File: config.mk
export PLATFORM = sky130hd
export DESIGN_NAME = checker_hm_reader
export DESIGN_NICKNAME = d
export VERILOG_FILES = /design/src/rtl/checker_hm_pkg.sv /design/src/rtl/checker_hm_reader.sv
export SDC_FILE = /design/constraint.sdc
export NUM_CORES = 1
export LEC_CHECK = 0
export CORE_MARGIN = 4
export CORE_UTILIZATION = 49
export DETAILED_ROUTE_END_ITERATION = 10
export PLACE_DENSITY_LB_ADDON = 0.1
export SLEW_MARGIN = 40
export SYNTH_ARGS = -nofsm -noshare
export SYNTH_HDL_FRONTEND = slang
export SYNTH_SLANG_ARGS = --single-unit
File: constraint.sdc
create_clock -name sys_clk -period 5.1 [get_ports sys_clk]
set_clock_uncertainty 0.2 [all_clocks]
set_input_delay 1.02 -clock sys_clk [delete_from_list [all_inputs] [get_ports sys_clk]]
set_output_delay 1.02 -clock sys_clk [all_outputs]
set_load 0.02 [all_outputs]
File: src/rtl/checker_hm_pkg.sv
// Shared types and constants for the host-memory qword reader.
package checker_hm_pkg;

    localparam int unsigned ADDR_W      = 64;
    localparam int unsigned OFFSET_W    = 12;
    localparam int unsigned COUNT_W     = 10;
    localparam int unsigned DATA_W      = 64;
    localparam int unsigned PAGE_SIZE   = 4096;
    localparam int unsigned QWORD_BYTES = 8;

    typedef enum logic [2:0] {
        IDLE,
        REQ,
        WAIT,
        PUSH,
        DONE
    } state_t;

endpackage

File: src/rtl/checker_hm_reader.sv
// Reads a run of qwords from host memory one request at a time, with a local
// watchdog, bounded retries and a valid/ready output stream.
module checker_hm_reader
    import checker_hm_pkg::*;
#(
    parameter int unsigned MAX_RETRY = 3,
    parameter int unsigned WD_CYCLES = 255
) (
    input  logic                sys_clk,
    input  logic                sys_rst_n,
    input  logic                en,
    input  logic                cmd_start,
    input  logic [ADDR_W-1:0]   cmd_page_addr,
    input  logic [OFFSET_W-1:0] cmd_page_offset,
    input  logic [COUNT_W-1:0]  cmd_count,
    output logic                cmd_busy,
    output logic                cmd_done,
    output logic                cmd_error,
    output logic                out_valid,
    output logic [DATA_W-1:0]   out_data,
    input  logic                out_ready,
    output logic                hm_start,
    output logic [ADDR_W-1:0]   hm_page_addr,
    output logic [OFFSET_W-1:0] hm_page_offset,
    input  logic                hm_end,
    input  logic [DATA_W-1:0]   hm_data,
    input  logic                hm_timeout
);

    localparam int unsigned RETRY_W = (MAX_RETRY > 0) ? $clog2(MAX_RETRY + 1) : 1;
    localparam int unsigned WD_W    = (WD_CYCLES > 1) ? $clog2(WD_CYCLES) : 1;

    localparam logic [RETRY_W-1:0]  RETRY_LAST = RETRY_W'(MAX_RETRY);
    localparam logic [WD_W-1:0]     WD_LAST    = WD_W'(WD_CYCLES - 1);
    localparam logic [OFFSET_W-1:0] QW_MASK    = ~OFFSET_W'(QWORD_BYTES - 1);
    localparam logic [OFFSET_W-1:0] OFF_LAST   = OFFSET_W'(PAGE_SIZE - QWORD_BYTES);
    localparam logic [OFFSET_W-1:0] OFF_STEP   = OFFSET_W'(QWORD_BYTES);
    localparam logic [ADDR_W-1:0]   PAGE_STEP  = ADDR_W'(PAGE_SIZE);

    state_t               state_q, state_d;
    logic [WD_W-1:0]      wd_q, wd_d;
    logic [RETRY_W-1:0]   retry_q, retry_d;
    logic [COUNT_W-1:0]   count_q, count_d;
    logic                 hm_start_d;
    logic [ADDR_W-1:0]    addr_d;
    logic [OFFSET_W-1:0]  off_d;
    logic                 out_valid_d;
    logic [DATA_W-1:0]    out_data_d;
    logic                 cmd_busy_d;
    logic                 cmd_done_d;
    logic                 cmd_error_d;

    // State and output registers; en low freezes every one of them.
    always_ff @(posedge sys_clk or negedge sys_rst_n) begin
        if (!sys_rst_n) begin
            state_q        <= IDLE;
            wd_q           <= '0;
            retry_q        <= '0;
            count_q        <= '0;
            hm_start       <= 1'b0;
            hm_page_addr   <= '0;
            hm_page_offset <= '0;
            out_valid      <= 1'b0;
            out_data       <= '0;
            cmd_busy       <= 1'b0;
            cmd_done       <= 1'b0;
            cmd_error      <= 1'b0;
        end else if (en) begin
            state_q        <= state_d;
            wd_q           <= wd_d;
            retry_q        <= retry_d;
            count_q        <= count_d;
            hm_start       <= hm_start_d;
            hm_page_addr   <= addr_d;
            hm_page_offset <= off_d;
            out_valid      <= out_valid_d;
            out_data       <= out_data_d;
            cmd_busy       <= cmd_busy_d;
            cmd_done       <= cmd_done_d;
            cmd_error      <= cmd_error_d;
        end
    end

    // Next state; hm_start and cmd_done are set on the transition into
    // REQ/DONE so each is high exactly while the FSM sits in that state.
    always_comb begin
        state_d     = state_q;
        wd_d        = wd_q;
        retry_d     = retry_q;
        count_d     = count_q;
        hm_start_d  = 1'b0;
        addr_d      = hm_page_addr;
        off_d       = hm_page_offset;
        out_valid_d = out_valid;
        out_data_d  = out_data;
        cmd_busy_d  = cmd_busy;
        cmd_done_d  = 1'b0;
        cmd_error_d = cmd_error;

        case (state_q)
            IDLE: begin
                if (cmd_start) begin
                    addr_d      = cmd_page_addr;
                    off_d       = cmd_page_offset & QW_MASK;
                    count_d     = cmd_count;
                    cmd_busy_d  = 1'b1;
                    cmd_error_d = 1'b0;
                    wd_d        = '0;
                    retry_d     = '0;
                    if (cmd_count == '0) begin
                        state_d    = DONE;
                        cmd_done_d = 1'b1;
                    end else begin
                        state_d    = REQ;
                        hm_start_d = 1'b1;
                    end
                end
            end

            REQ: begin
                state_d = WAIT;
            end

            WAIT: begin
                if (hm_end) begin
                    out_data_d  = hm_data;
                    out_valid_d = 1'b1;
                    state_d     = PUSH;
                end else if (hm_timeout || (wd_q == WD_LAST)) begin
                    if (retry_q == RETRY_LAST) begin
                        state_d     = DONE;
                        cmd_done_d  = 1'b1;
                        cmd_error_d = 1'b1;
                    end else begin
                        retry_d    = retry_q + RETRY_W'(1);
                        wd_d       = '0;
                        state_d    = REQ;
                        hm_start_d = 1'b1;
                    end
                end else begin
                    wd_d = wd_q + WD_W'(1);
                end
            end

            PUSH: begin
                if (out_ready) begin
                    out_valid_d = 1'b0;
                    count_d     = count_q - COUNT_W'(1);
                    off_d       = hm_page_offset + OFF_STEP;
                    if (hm_page_offset == OFF_LAST) begin
                        addr_d = hm_page_addr + PAGE_STEP;
                    end
                    if (count_q == COUNT_W'(1)) begin
                        state_d    = DONE;
                        cmd_done_d = 1'b1;
                    end else begin
                        wd_d       = '0;
                        retry_d    = '0;
                        state_d    = REQ;
                        hm_start_d = 1'b1;
                    end
                end
            end

            DONE: begin
                cmd_busy_d = 1'b0;
                state_d    = IDLE;
            end

            default: begin
                state_d = IDLE;
            end
        endcase
    end

endmodule

==> impl.org <==
** Die
- Y dimension of the die :: roughly 140 um
- The floorplan has 48 rows.
- Effective utilization at floorplan :: 0.498
- just over 300 I/O pins were placed.
- Die boundary width :: between 100 and 150 um
- Total Die Area :: around 20000 um2
- Core Region :: between 15000 and 20000 um2

** Place
- Final weighted congestion in routability-driven placement :: between 0.8 and 0.9
- Worst Setup Slack post-DPL :: 1.40 ns
- HPWL after detailed placement :: 18400 um
- Total of buffers placed on input and output ports :: approximately 300

** Synth
- Async set-reset flop share out of synthesis :: 1.00
- Count of distinct cell types in the synthesized netlist :: 70
- Dividing the synthesized area by the synthesized cell count gives roughly 10 um2.
- Biggest area contributors in the synthesized netlist :: sky130_fd_sc_hd__dfrtp_1 (48%), sky130_fd_sc_hd__mux2_2 (10%), sky130_fd_sc_hd__a21oi_1 (5.1%)
- The biggest area contributor in the post-synthesis netlist is sky130_fd_sc_hd__dfrtp_1.
- In this run, synthesis produced a sequential element count of roughly 170.
- Dominant synthesized flop cell :: sky130_fd_sc_hd__dfrtp_1
- The mapped netlist covers between 8000 and 9000 um2.
- Number of enable-type register cells in the synthesized netlist :: 0
- Synth warn :: 0
- After technology mapping, the gate count stands at ~860.
- Seq/Total Area, Yosys :: 0.483
- Proportion of netlist area held by the largest area contributor :: 0.483

** Clocking
- The clock passes through at most 2 buffers.
- The number of clock buffers added by TritonCTS is 17.
- Clock-pin slew reported for the worst setup and hold paths after clock tree synthesis :: 0.06 ns
- Post-CTS Setup Inserts :: 0
- Clock tree from TritonCTS :: built
- The tree is rooted in a sky130_fd_sc_hd__clkbuf_16.
- Post-cts gate resize count :: 0
- Clk sinks :: around 170
- Clock latency on the worst-skew pair, taken at its later pin, is ~0.42 ns.
- CTS Hold Buffers Added :: 0
- Count of H-tree levels built during CTS :: 4

** Pwr
- Of the total power, registers draw 0.337.
- In this run the static leakage power is just under 5 nW.
- VDD IR max :: between 0.3 and 0.4 mV
- Power density of the placed cells :: just over 600 nW/um2
- Comb power frac :: 0.491
- The share of total power dissipated in the clock network is 0.172.
- Internal Pwr Total :: ~0.0044 W
- Power dissipated by switching net loads :: ~0.0030 W
- Switch share :: 0.409

** Drt
- Final routed wire length divided by cell count :: roughly 19 um
- The routed design has around 26000 um of wire.
- The detailed router finished its first iteration with about 570 violations.
- Once detail routing completed, the nets flagged for antenna violations numbered 0.
- After detailed routing, the number of remaining DRC violations is 0.
- Before antenna repair, the detailed router went through 5 iterations.
- Via count :: between 7000 and 8000
- Dividing the detail-routed via count by the number of cells gives approximately 5.8.

** Worst setup path
- Path type of the worst setup path :: input port to register
- Along the worst path, the maximum fanout reaches 13.
- Worst R2R Setup Slack :: around 2.0 ns
- Critical path arrival :: ~3.5 ns
- Data required time at the worst endpoint :: ~5.3 ns
- Crit end category :: register
- Element type at the critical path start :: input port

** Cells and area
- In the final layout, the share of cells above drive strength 1 is 0.126.
- Area growth syn-to-layout :: 42.5%
- The layout has 1340 filler cells.
- In the final design database the tool counted 1294 nets.

** Worst hold path
- The path class of the tightest hold or removal check is input port to async pin.

** STA
- The hold violation count in the final report was 0.
- Final Cycle Share :: 0.648
- Unrepaired setup endpoints after global routing :: false
- Once routing completed, OpenROAD measured the worst setup slack at between 1.5 and 2 ns.
- Fin crit period :: ~3.3 ns
- For this run, the top clock speed supported by timing is 303 MHz.
- Worst-margin pin slew :: approximately 0.8 ns
- Setup violations remaining at the end of the flow were counted as 0.
- Sum of negative setup slack :: 0 ns
- The worst pin sits at a relative slew slack of 0.466.
- Pins Over Slew Limit :: 0

** Outcome
- Status :: finished clean

** Run
- Max-cap violations in this run came to 0.

** Global route
- Across every metal layer, demand over resource in global routing totals 0.258.
- The number of antenna violations at the first check in global routing was 1.
- Global routing finished with a remaining overflow of 0.
- The number of global-route vias before repair is a little under 8000.
- Maximum number of pins on one net before global-route repair :: 101
- First-pass GRT wire length :: about 41000 um
## sequential cells by signal, summed over array words and instances (netlist names)
signal / count
cmd_busy: 1
cmd_done: 1
cmd_error: 1
count_q: 10
hm_page_addr: 64
hm_page_offset: 9
hm_start: 1
out_data: 64
out_valid: 1
retry_q: 2
state_q: 3
wd_q: 8
## metrics by stage
| step | instances | hold slack [ns] | power, W | cell area (um2) | util |
|---|---|---|---|---|---|
| after global routing | 1367 | 0.244 | 0.00790 | 12200 | 0.710 |
| final | 1367 | 0.248 | 0.00743 | 12200 | 0.710 |
| after detailed placement | 1335 | 0.288 | 0.00616 | 11600 | 0.674 |
| after floorplan | 866 | 0.250 | 0.00450 | 8560 | - |
| after global placement | 1335 | 0.283 | 0.00608 | 11600 | 0.674 |
| after CTS | 1365 | 0.309 | 0.00747 | 12200 | 0.708 |
## cell usage in the layout (no fill, tap or decap), types with 3 or more instances in the layout
master,synthesis,routed
sky130_fd_sc_hd__clkinvlp_4,0,3
sky130_fd_sc_hd__or3_1,4,4
sky130_fd_sc_hd__ha_1,7,7
sky130_fd_sc_hd__conb_1,1,3
sky130_fd_sc_hd__nor3_1,16,16
sky130_fd_sc_hd__nand3_1,53,53
sky130_fd_sc_hd__buf_4,4,7
sky130_fd_sc_hd__inv_1,18,18
sky130_fd_sc_hd__nor4_1,8,8
sky130_fd_sc_hd__mux2_2,76,76
sky130_fd_sc_hd__a22oi_1,5,5
sky130_fd_sc_hd__and2_1,4,4
sky130_fd_sc_hd__clkbuf_16,0,17
sky130_fd_sc_hd__and4_1,6,6
sky130_fd_sc_hd__a2bb2oi_1,14,14
sky130_fd_sc_hd__nand2b_1,3,3
sky130_fd_sc_hd__a31oi_1,13,13
sky130_fd_sc_hd__o31ai_1,4,4
sky130_fd_sc_hd__o21ai_0,63,63
sky130_fd_sc_hd__and3_1,17,16
sky130_fd_sc_hd__nor3_4,3,3
sky130_fd_sc_hd__o22ai_1,21,21
sky130_fd_sc_hd__dfrtp_1,165,165
sky130_fd_sc_hd__a21oi_1,87,87
sky130_fd_sc_hd__xor2_1,5,5
sky130_fd_sc_hd__o22a_1,11,11
sky130_fd_sc_hd__nor2_1,65,65
sky130_fd_sc_hd__a41oi_1,3,3
sky130_fd_sc_hd__nand4_1,16,16
sky130_fd_sc_hd__nand2_1,67,66
sky130_fd_sc_hd__clkdlybuf4s50_1,0,294
sky130_fd_sc_hd__a32oi_1,3,3
## Yosys cell counts (13+ instances only)
| library cell | count |
|---|---|
| sky130_fd_sc_hd__dfrtp_1 | 165 |
| sky130_fd_sc_hd__a21oi_1 | 87 |
| sky130_fd_sc_hd__mux2_2 | 76 |
| sky130_fd_sc_hd__nand2_1 | 67 |
| sky130_fd_sc_hd__nor2_1 | 65 |
| sky130_fd_sc_hd__o21ai_0 | 63 |
| sky130_fd_sc_hd__nand3_1 | 53 |
| sky130_fd_sc_hd__buf_2 | 29 |
| sky130_fd_sc_hd__o22ai_1 | 21 |
| sky130_fd_sc_hd__clkbuf_1 | 20 |
| sky130_fd_sc_hd__inv_1 | 18 |
| sky130_fd_sc_hd__and3_1 | 17 |
| sky130_fd_sc_hd__nand4_1 | 16 |
| sky130_fd_sc_hd__nor3_1 | 16 |
| sky130_fd_sc_hd__a2bb2oi_1 | 14 |
| sky130_fd_sc_hd__a31oi_1 | 13 |
## power groups by stage
stage                     registers, W  logic [W]  clock network [W]
after floorplan                0.00306    0.00144                  0
after global placement         0.00248    0.00361                  0
after detailed placement       0.00251    0.00366                  0
after CTS                      0.00249    0.00368            0.00130
after global routing           0.00260    0.00394            0.00136
final                          0.00250    0.00365            0.00127
## worst paths after layout
| check | endpoint | depth (start not counted) | from |
|---|---|---|---|
| worst max-delay path | retry_q[1]$_DFFE_PN0P_ | 7 | en |
| worst max register to register | hm_page_addr[44]$_DFFE_PN0P_ | 5 | state_q[0]$_DFFE_PN0P_ |
| max in group asynchronous | out_data[23]$_DFFE_PN0P_ | 3 | sys_rst_n |
| min in group sys_clk | out_data[3]$_DFFE_PN0P_ | 1 | out_data[3]$_DFFE_PN0P_ |
| worst min register to register | out_data[3]$_DFFE_PN0P_ | 1 | out_data[3]$_DFFE_PN0P_ |
| worst min-delay path | wd_q[1]$_DFFE_PN0P_ | 1 | sys_rst_n |
## final cells by class
cell class | count | area (um2) | share of cell area
antenna | 1 | 2.50 | 0.000205
clock buffer | 19 | 453 | 0.0371
clock inverter | 11 | 128 | 0.0105
inverter | 18 | 67.6 | 0.00554
multi-input combinational | 624 | 4070 | 0.334
sequential | 165 | 4130 | 0.339
tap | 225 | 282 | 0.0231
timing repair buffer | 304 | 3060 | 0.251
## kinds of logic after synthesis
logic type / count (synthesis) / synth area share
simple gates: 284 / 0.177
flops: 165 / 0.483
other cells: 1 / 0.000438
mux: 76 / 0.100
xor+xnor: 5 / 0.00512
fa+ha+maj: 7 / 0.0102
compound gates: 249 / 0.180
buf+inv: 77 / 0.0442
## worst max-delay path: stages
cell and delay, ns:
sky130_fd_sc_hd__clkdlybuf4s50_1 0.78, sky130_fd_sc_hd__nand2b_1 0.19, sky130_fd_sc_hd__a2111oi_1 0.50, sky130_fd_sc_hd__a2bb2oi_2 0.40
sky130_fd_sc_hd__and2_1 0.36, sky130_fd_sc_hd__nand3_1 0.12, sky130_fd_sc_hd__o21ai_1 0.08
## layer usage
layer / GRT usage / vias up / wire length [um]
met5: 0 / - / 0
met2: 0.413 / 347 / 12300
met1: 0.323 / 3759 / 9910
met4: 0.0826 / 0 / 557
li1: - / 3736 / -
met3: 0.104 / 35 / 2810
No activity file was read; power rests on OpenSTA's default activity.
